$ cat src/rtl/disp_sched_pkg.sv
// rtl/disp_sched_pkg.sv - shared constants and encodings for the display channel scheduler
//
// Purpose: channel count/width and the FSM and mode encodings used by
//          disp_chan_sched and rr_pick8.
// Ports:   none (package).
package disp_sched_pkg;

  localparam int NCH  = 8;
  localparam int CH_W = 3;

  typedef enum logic {
    ST_BASE = 1'b0,
    ST_HOLD = 1'b1
  } state_e;

  typedef enum logic {
    MODE_MANUAL = 1'b0,
    MODE_ROTATE = 1'b1
  } mode_e;

endpackage

$ cat src/rtl/rr_pick8.sv
// rtl/rr_pick8.sv - combinational wrap-around first-set-bit search over 8 channels
//
// Purpose: returns the first set bit of req at or after start, wrapping 7->0.
// Ports:   req   - request/enable vector
//          start - index the search begins at
//          found - any bit of req set
//          idx   - winning index (start when nothing is found)
module rr_pick8
  import disp_sched_pkg::*;
(
  input  logic [NCH-1:0]  req,
  input  logic [CH_W-1:0] start,
  output logic            found,
  output logic [CH_W-1:0] idx
);

  // Walk from the farthest offset down to offset 0 so the nearest hit is
  // the last one written and therefore wins.
  always_comb begin
    found = 1'b0;
    idx   = start;
    for (int i = NCH - 1; i >= 0; i--) begin
      if (req[start + CH_W'(i)]) begin
        found = 1'b1;
        idx   = start + CH_W'(i);
      end
    end
  end

endmodule

$ cat src/rtl/disp_chan_sched.sv
// rtl/disp_chan_sched.sv - channel scheduler for the 8-channel seven-segment display mux
//
// Purpose: chooses the displayed channel from manual switches, a dwell-timed
//          rotation over enabled channels, or an event-driven hold that
//          overrides both.
// Ports:   clk, RSTN   - clock, asynchronous active-low reset
//          mode        - 0 manual, 1 auto-rotate
//          man_sel     - channel shown in manual mode
//          ch_en       - rotation enable mask
//          evt_req     - per-channel event request level (rising edge requests)
//          sel         - registered channel select
//          sel_valid   - low only when rotating with no enabled channel and no hold
//          hold_active - an event channel is being held
//          grant       - one-hot of sel while holding
//          sel_chg     - pulse in the first cycle a new sel value is shown
module disp_chan_sched
  import disp_sched_pkg::*;
#(
  parameter int DWELL_CYC = 50_000_000,
  parameter int HOLD_CYC  = 200_000_000,
  parameter int CNT_W     = 28
) (
  input  logic            clk,
  input  logic            RSTN,
  input  logic            mode,
  input  logic [CH_W-1:0] man_sel,
  input  logic [NCH-1:0]  ch_en,
  input  logic [NCH-1:0]  evt_req,
  output logic [CH_W-1:0] sel,
  output logic            sel_valid,
  output logic            hold_active,
  output logic [NCH-1:0]  grant,
  output logic            sel_chg
);

  localparam logic [CNT_W-1:0] DWELL_LAST = CNT_W'(DWELL_CYC - 1);
  localparam logic [CNT_W-1:0] HOLD_LAST  = CNT_W'(HOLD_CYC - 1);

  state_e            state_q, state_d;
  logic [CNT_W-1:0]  cnt_q, cnt_d;
  logic [CH_W-1:0]   sel_q, sel_d;
  logic [CH_W-1:0]   rot_sel_q, rot_sel_d;
  logic [CH_W-1:0]   last_gnt_q, last_gnt_d;
  logic [NCH-1:0]    pend_q, pend_d;
  logic [NCH-1:0]    evt_prev_q, evt_prev_d;
  logic              sel_valid_q, sel_valid_d;
  logic              sel_chg_q, sel_chg_d;

  mode_e             mode_i;
  logic [NCH-1:0]    rise;
  logic [NCH-1:0]    pend_set;
  logic [NCH-1:0]    pend_clr;
  logic [CH_W-1:0]   rot_start;
  logic [CH_W-1:0]   arb_start;
  logic              en_found;
  logic [CH_W-1:0]   en_idx;
  logic              pend_found;
  logic [CH_W-1:0]   arb_idx;

  assign mode_i     = mode_e'(mode);
  assign rise       = evt_req & ~evt_prev_q;
  assign rot_start  = sel_q + CH_W'(1);
  assign arb_start  = last_gnt_q + CH_W'(1);
  assign evt_prev_d = evt_req;

  // Next enabled channel after the current one (wraps back to itself when
  // it is the only one enabled, which leaves sel unchanged).
  rr_pick8 u_rot_pick (
    .req   (ch_en),
    .start (rot_start),
    .found (en_found),
    .idx   (en_idx)
  );

  // Round-robin arbitration among pending event requests.
  rr_pick8 u_arb_pick (
    .req   (pend_q),
    .start (arb_start),
    .found (pend_found),
    .idx   (arb_idx)
  );

  always_ff @(posedge clk or negedge RSTN) begin
    if (!RSTN) begin
      state_q     <= ST_BASE;
      cnt_q       <= '0;
      sel_q       <= '0;
      rot_sel_q   <= '0;
      last_gnt_q  <= CH_W'(NCH - 1);
      pend_q      <= '0;
      evt_prev_q  <= '0;
      sel_valid_q <= 1'b1;
      sel_chg_q   <= 1'b0;
    end else begin
      state_q     <= state_d;
      cnt_q       <= cnt_d;
      sel_q       <= sel_d;
      rot_sel_q   <= rot_sel_d;
      last_gnt_q  <= last_gnt_d;
      pend_q      <= pend_d;
      evt_prev_q  <= evt_prev_d;
      sel_valid_q <= sel_valid_d;
      sel_chg_q   <= sel_chg_d;
    end
  end

  always_comb begin
    state_d    = state_q;
    cnt_d      = cnt_q;
    sel_d      = sel_q;
    rot_sel_d  = rot_sel_q;
    last_gnt_d = last_gnt_q;
    pend_set   = rise;
    pend_clr   = '0;

    case (state_q)
      ST_BASE: begin
        if (pend_found) begin
          // Pending events pre-empt both manual selection and the dwell.
          state_d            = ST_HOLD;
          sel_d              = arb_idx;
          last_gnt_d         = arb_idx;
          pend_clr[arb_idx]  = 1'b1;
          cnt_d              = '0;
          rot_sel_d          = sel_q;
        end else if (mode_i == MODE_MANUAL) begin
          sel_d = man_sel;
          cnt_d = '0;
        end else if (!en_found) begin
          cnt_d = '0;
        end else if (!ch_en[sel_q] || cnt_q == DWELL_LAST) begin
          // A disabled current channel is left immediately.
          sel_d = en_idx;
          cnt_d = '0;
        end else begin
          cnt_d = cnt_q + CNT_W'(1);
        end
      end

      ST_HOLD: begin
        // An edge on the held channel retriggers rather than queues.
        pend_set[sel_q] = 1'b0;
        if (rise[sel_q]) begin
          cnt_d = '0;
        end else if (cnt_q == HOLD_LAST) begin
          cnt_d = '0;
          if (pend_found) begin
            sel_d             = arb_idx;
            last_gnt_d        = arb_idx;
            pend_clr[arb_idx] = 1'b1;
          end else begin
            state_d = ST_BASE;
            sel_d   = (mode_i == MODE_ROTATE) ? rot_sel_q : man_sel;
          end
        end else begin
          cnt_d = cnt_q + CNT_W'(1);
        end
      end

      default: begin
        state_d = ST_BASE;
      end
    endcase

    // Set after clear so a new edge on the just-granted channel survives.
    pend_d      = (pend_q & ~pend_clr) | pend_set;
    sel_valid_d = (state_d == ST_HOLD) || !(mode_i == MODE_ROTATE && !en_found);
    sel_chg_d   = (sel_d != sel_q);
  end

  always_comb begin
    hold_active = (state_q == ST_HOLD);
    grant       = '0;
    if (state_q == ST_HOLD) begin
      grant[sel_q] = 1'b1;
    end
  end

  assign sel       = sel_q;
  assign sel_valid = sel_valid_q;
  assign sel_chg   = sel_chg_q;

endmodule

$ cat config.mk
export PLATFORM = sky130hd
export DESIGN_NAME = disp_chan_sched
export DESIGN_NICKNAME = d
export VERILOG_FILES = /design/src/rtl/disp_sched_pkg.sv /design/src/rtl/rr_pick8.sv /design/src/rtl/disp_chan_sched.sv
export SDC_FILE = /design/constraint.sdc
export NUM_CORES = 1
export LEC_CHECK = 0
export CAP_MARGIN = 20
export CORE_ASPECT_RATIO = 0.5
export CORE_MARGIN = 1.5
export CORE_UTILIZATION = 57
export DETAILED_ROUTE_END_ITERATION = 8
export GPL_ROUTABILITY_DRIVEN = 0
export PLACE_DENSITY = 0.75
export SETUP_SLACK_MARGIN = 0.1
export SYNTH_ARGS = -nofsm -noshare
export SYNTH_HDL_FRONTEND = slang
export SYNTH_HIERARCHICAL = 1
export SYNTH_SLANG_ARGS = --single-unit
$ cat constraint.sdc
create_clock -name clk -period 9.8 [get_ports clk]
set_input_delay 0.98 -clock clk [delete_from_list [all_inputs] [get_ports clk]]
set_output_delay 0.98 -clock clk [all_outputs]
set_load 0.01 [all_outputs]
==> impl_metrics.toml <==
[floorplan]
ioPinCount = 36
start_util_pct = 60.6
die-area_um2 = 8590
core_area_um2 = 7540
die_w_um = 130
row_count = 22
die_h_um = 66.3

[place]
place_inst = 620
port-buffer-count = 35
hpwl_um = 7810

[timing]
hold_viol_final = 0
grt_setup_unrepaired = "false"
period_minus_slack_ps = 4480
finalSetupViolCount = 0
slew-limit-headroom_pct = 52.2
final-max-slew-violation-count = 0
fmax_mhz = 223
worst_slew_pin_slew_ps = 712
finClkSkew_ps = 5.79
timing.final.crit_share_pct = 45.8
tns_ps = 0

[synth]
synthTopCellsByCount = "nor2_1, dfrtp_1, nand2_1"
synth-compound-area-share_pct = 15.7
synth-xor-area-share_pct = 6.90
synth.area.top_cells = "dfrtp_1, mux4_2, mux2i_1"
ys.flop_type = "dfrtp_1"
ys_seq_area_share_pct = 30.8
synth-adder-area-share_pct = 1.92
synth_top_area_share_pct = 28.5
synth_top_family_by_area = "simple AND/OR/NAND/NOR gates"
ys_types = 66
netlist_instances = 494
synth_edf_count = 0
yosys_warnings = 6
yosys.area_share.simple_pct = 20.7
muxShareOfSynthArea_pct = 19.2
syn_avg_cell_area_um2 = 9.24
syn_area_um2 = 4570
synth_nets = 523
synthArstFlopShare_pct = 100
ys_seq_elements = 56
synth_top_area_cell = "dfrtp_1"
synth.most_common_cell = "nor2_1"

[power_and_ir_drop]
p_per_area_nw_per_um2 = 98.0
ir_worst_vdd_mv = 0.0951
p_leak_nw = 1.97

[global_route]
grt_first_pass_wirelength_um = 17600
grt_overflow = 0
grt-busiest-layer = "met2"
grtUsageTotal_pct = 26.4
antenna_found_initial = 0
grt_max_degree = 57
met2_usage_pct = 44.9
met3_usage_pct = 6.31
grt_use_met1_pct = 34.3
grt_pass1_vias = 3594

[drt]
ant_nets = 0
drt-total-wl_um = 10600
drc_errors = 0
avgViaCountPerCell = 6.12
wl_per_cell_um = 17.0
drt_pass1_iterations = 7
drt-initial-drc-count = 299
num_vias = 3844

[cts]
clockBufferDepth = 2
h-tree-depth = 2
cts_tree = "done"
clk-insertion-delay-late_ps = 300
ctsHoldBuffers = 0
cts.sinks = 56
numCtsBuffers = 5
postCtsSetupBuffers = 0
cts-resized-gates = 0
clock-root-buffer = "clkbuf_16"
clk_pin_slew_ps = 70

[worst_setup_path]
worstPathCellList = "ha_1, inv_2, ha_1, mux4_2, mux2_4, or4_1, o31a_1, nand2_1, o21ai_0, nor2_1, inv_1, o22ai_1, mux2i_1, nand4b_1"
reg2regPathDepth = 14
r2r-start = "last_gnt_q[0]$_DFFE_PN1P_"
worst_path_max_delay_cell = "dfstp_2"
critPathLaunchType = "flip-flop"
timing.rr.end = "sel_chg$_DFF_PN0_"
arrival_ps = 4660
critical_path.max_stage_delay_ps = 540
worstSetupPathType = "reg -> reg"
end_kind = "flip-flop"
crit_start = "last_gnt_q[0]$_DFFE_PN1P_"
r2r_slack_ps = 5320
crit_fanout = 15
crit_top_cell = "ha_1"
cp_data_required_time_ps = 9970

[min_path]
hold_path.class = "reg -> reg"
hold_end = "cnt_q[0]$_DFF_PN0_"
hp-start = "cnt_q[0]$_DFF_PN0_"
holdPathStages = 1

[layout]
drive_gt1_share_pct = 13.3
finish.net_count = 548
diodes = 0
fin_cells = 628
areaGrowthSynthToFinish_pct = 11.9

[status]
outcome = "completed"

[job]
cap_violations = 0
## worst max-delay path, delay by kind of cell, from the launching register on
family / cells / cell delay (ps)
adders and majority gates: 2 / 960
AOI/OAI and AO/OA: 3 / 720
and+or+nand+nor: 4 / 910
muxes: 3 / 930
DFF: 1 / 540
buffers and inverters: 2 / 270
## cells in the final DEF (no fill, tap or decap), drive strengths merged, types with 4 or more instances in the layout
master,count
nor2,64
dfrtp,52
nand2,39
clkdlybuf4s50,34
mux2i,27
xnor2,26
inv,26
mux4,17
mux2,17
o21ai,15
nand3,13
nor3,13
a211oi,11
xor2,10
nand2b,10
a21oi,10
and3,9
nand4,8
nor2b,8
clkbuf,8
ha,7
nor4,6
o2bb2ai,6
o21a,6
o211ai,6
buf,6
and2,6
a221oi,5
nand4b,4
nand3b,4
dfstp,4
o31a,4
## routing by layer
metal	vias to the layer above	routed length, µm
met5	-	0
met3	15	640
met4	0	153
li1	1860	-
met1	1843	4940
met2	126	4920
## worst max path at each step
stage                        endpoint  slack, ps  cells after the start
CTS                 sel_chg$_DFF_PN0_       5330                     14
global route        sel_chg$_DFF_PN0_       4930                     14
floorplan           sel_chg$_DFF_PN0_       5700                     17
detailed placement  sel_chg$_DFF_PN0_       5390                     14
finish              sel_chg$_DFF_PN0_       5320                     14
global placement    sel_chg$_DFF_PN0_       5450                     14
## cells by family after synthesis
kind of cell,Yosys count
mux,61
flops,56
xor+xnor,36
buf+inv,48
compound gates,94
simple gates,192
fa+ha+maj,7
## layout make-up
class                      instances  area (µm²)
clock buffer                       8         146
fill                             642        2430
inverter                          26        97.6
multi-input combinational        390        2940
sequential                        56        1410
tap                              108         135
timing repair buffer              40         383
## report_power, final
part / total (mW) / internal [mW] / leakage [nW] / switching [mW]
sequential: 0.249 / 0.240 / 0.682 / 0.00922
clock: 0.183 / 0.102 / 0.0712 / 0.0806
combinational: 0.0687 / 0.0327 / 1.22 / 0.0359
total: 0.501 / 0.375 / 1.97 / 0.126
## state kept, by name, indices dropped and copies added, names as in the netlist, 3 cells and up
register	cells
cnt_q	28
evt_prev_q	8
pend_q	8
last_gnt_q	3
rot_sel_q	3
sel	3
## per-stage QoR
stage	power (mW)	cell area [µm²]	hold slack, ps	util, %	setup WS, ps
2_1_floorplan	0.293	4570	444	-	5700
6_report	0.501	5110	484	67.8	5320
4_1_cts	0.504	5110	485	67.8	5330
5_1_grt	0.522	5110	511	67.8	4930
3_5_place_dp	0.322	4960	476	65.8	5390
3_3_place_gp	0.321	4960	475	65.8	5450
(Power assumes the default switching activity.)
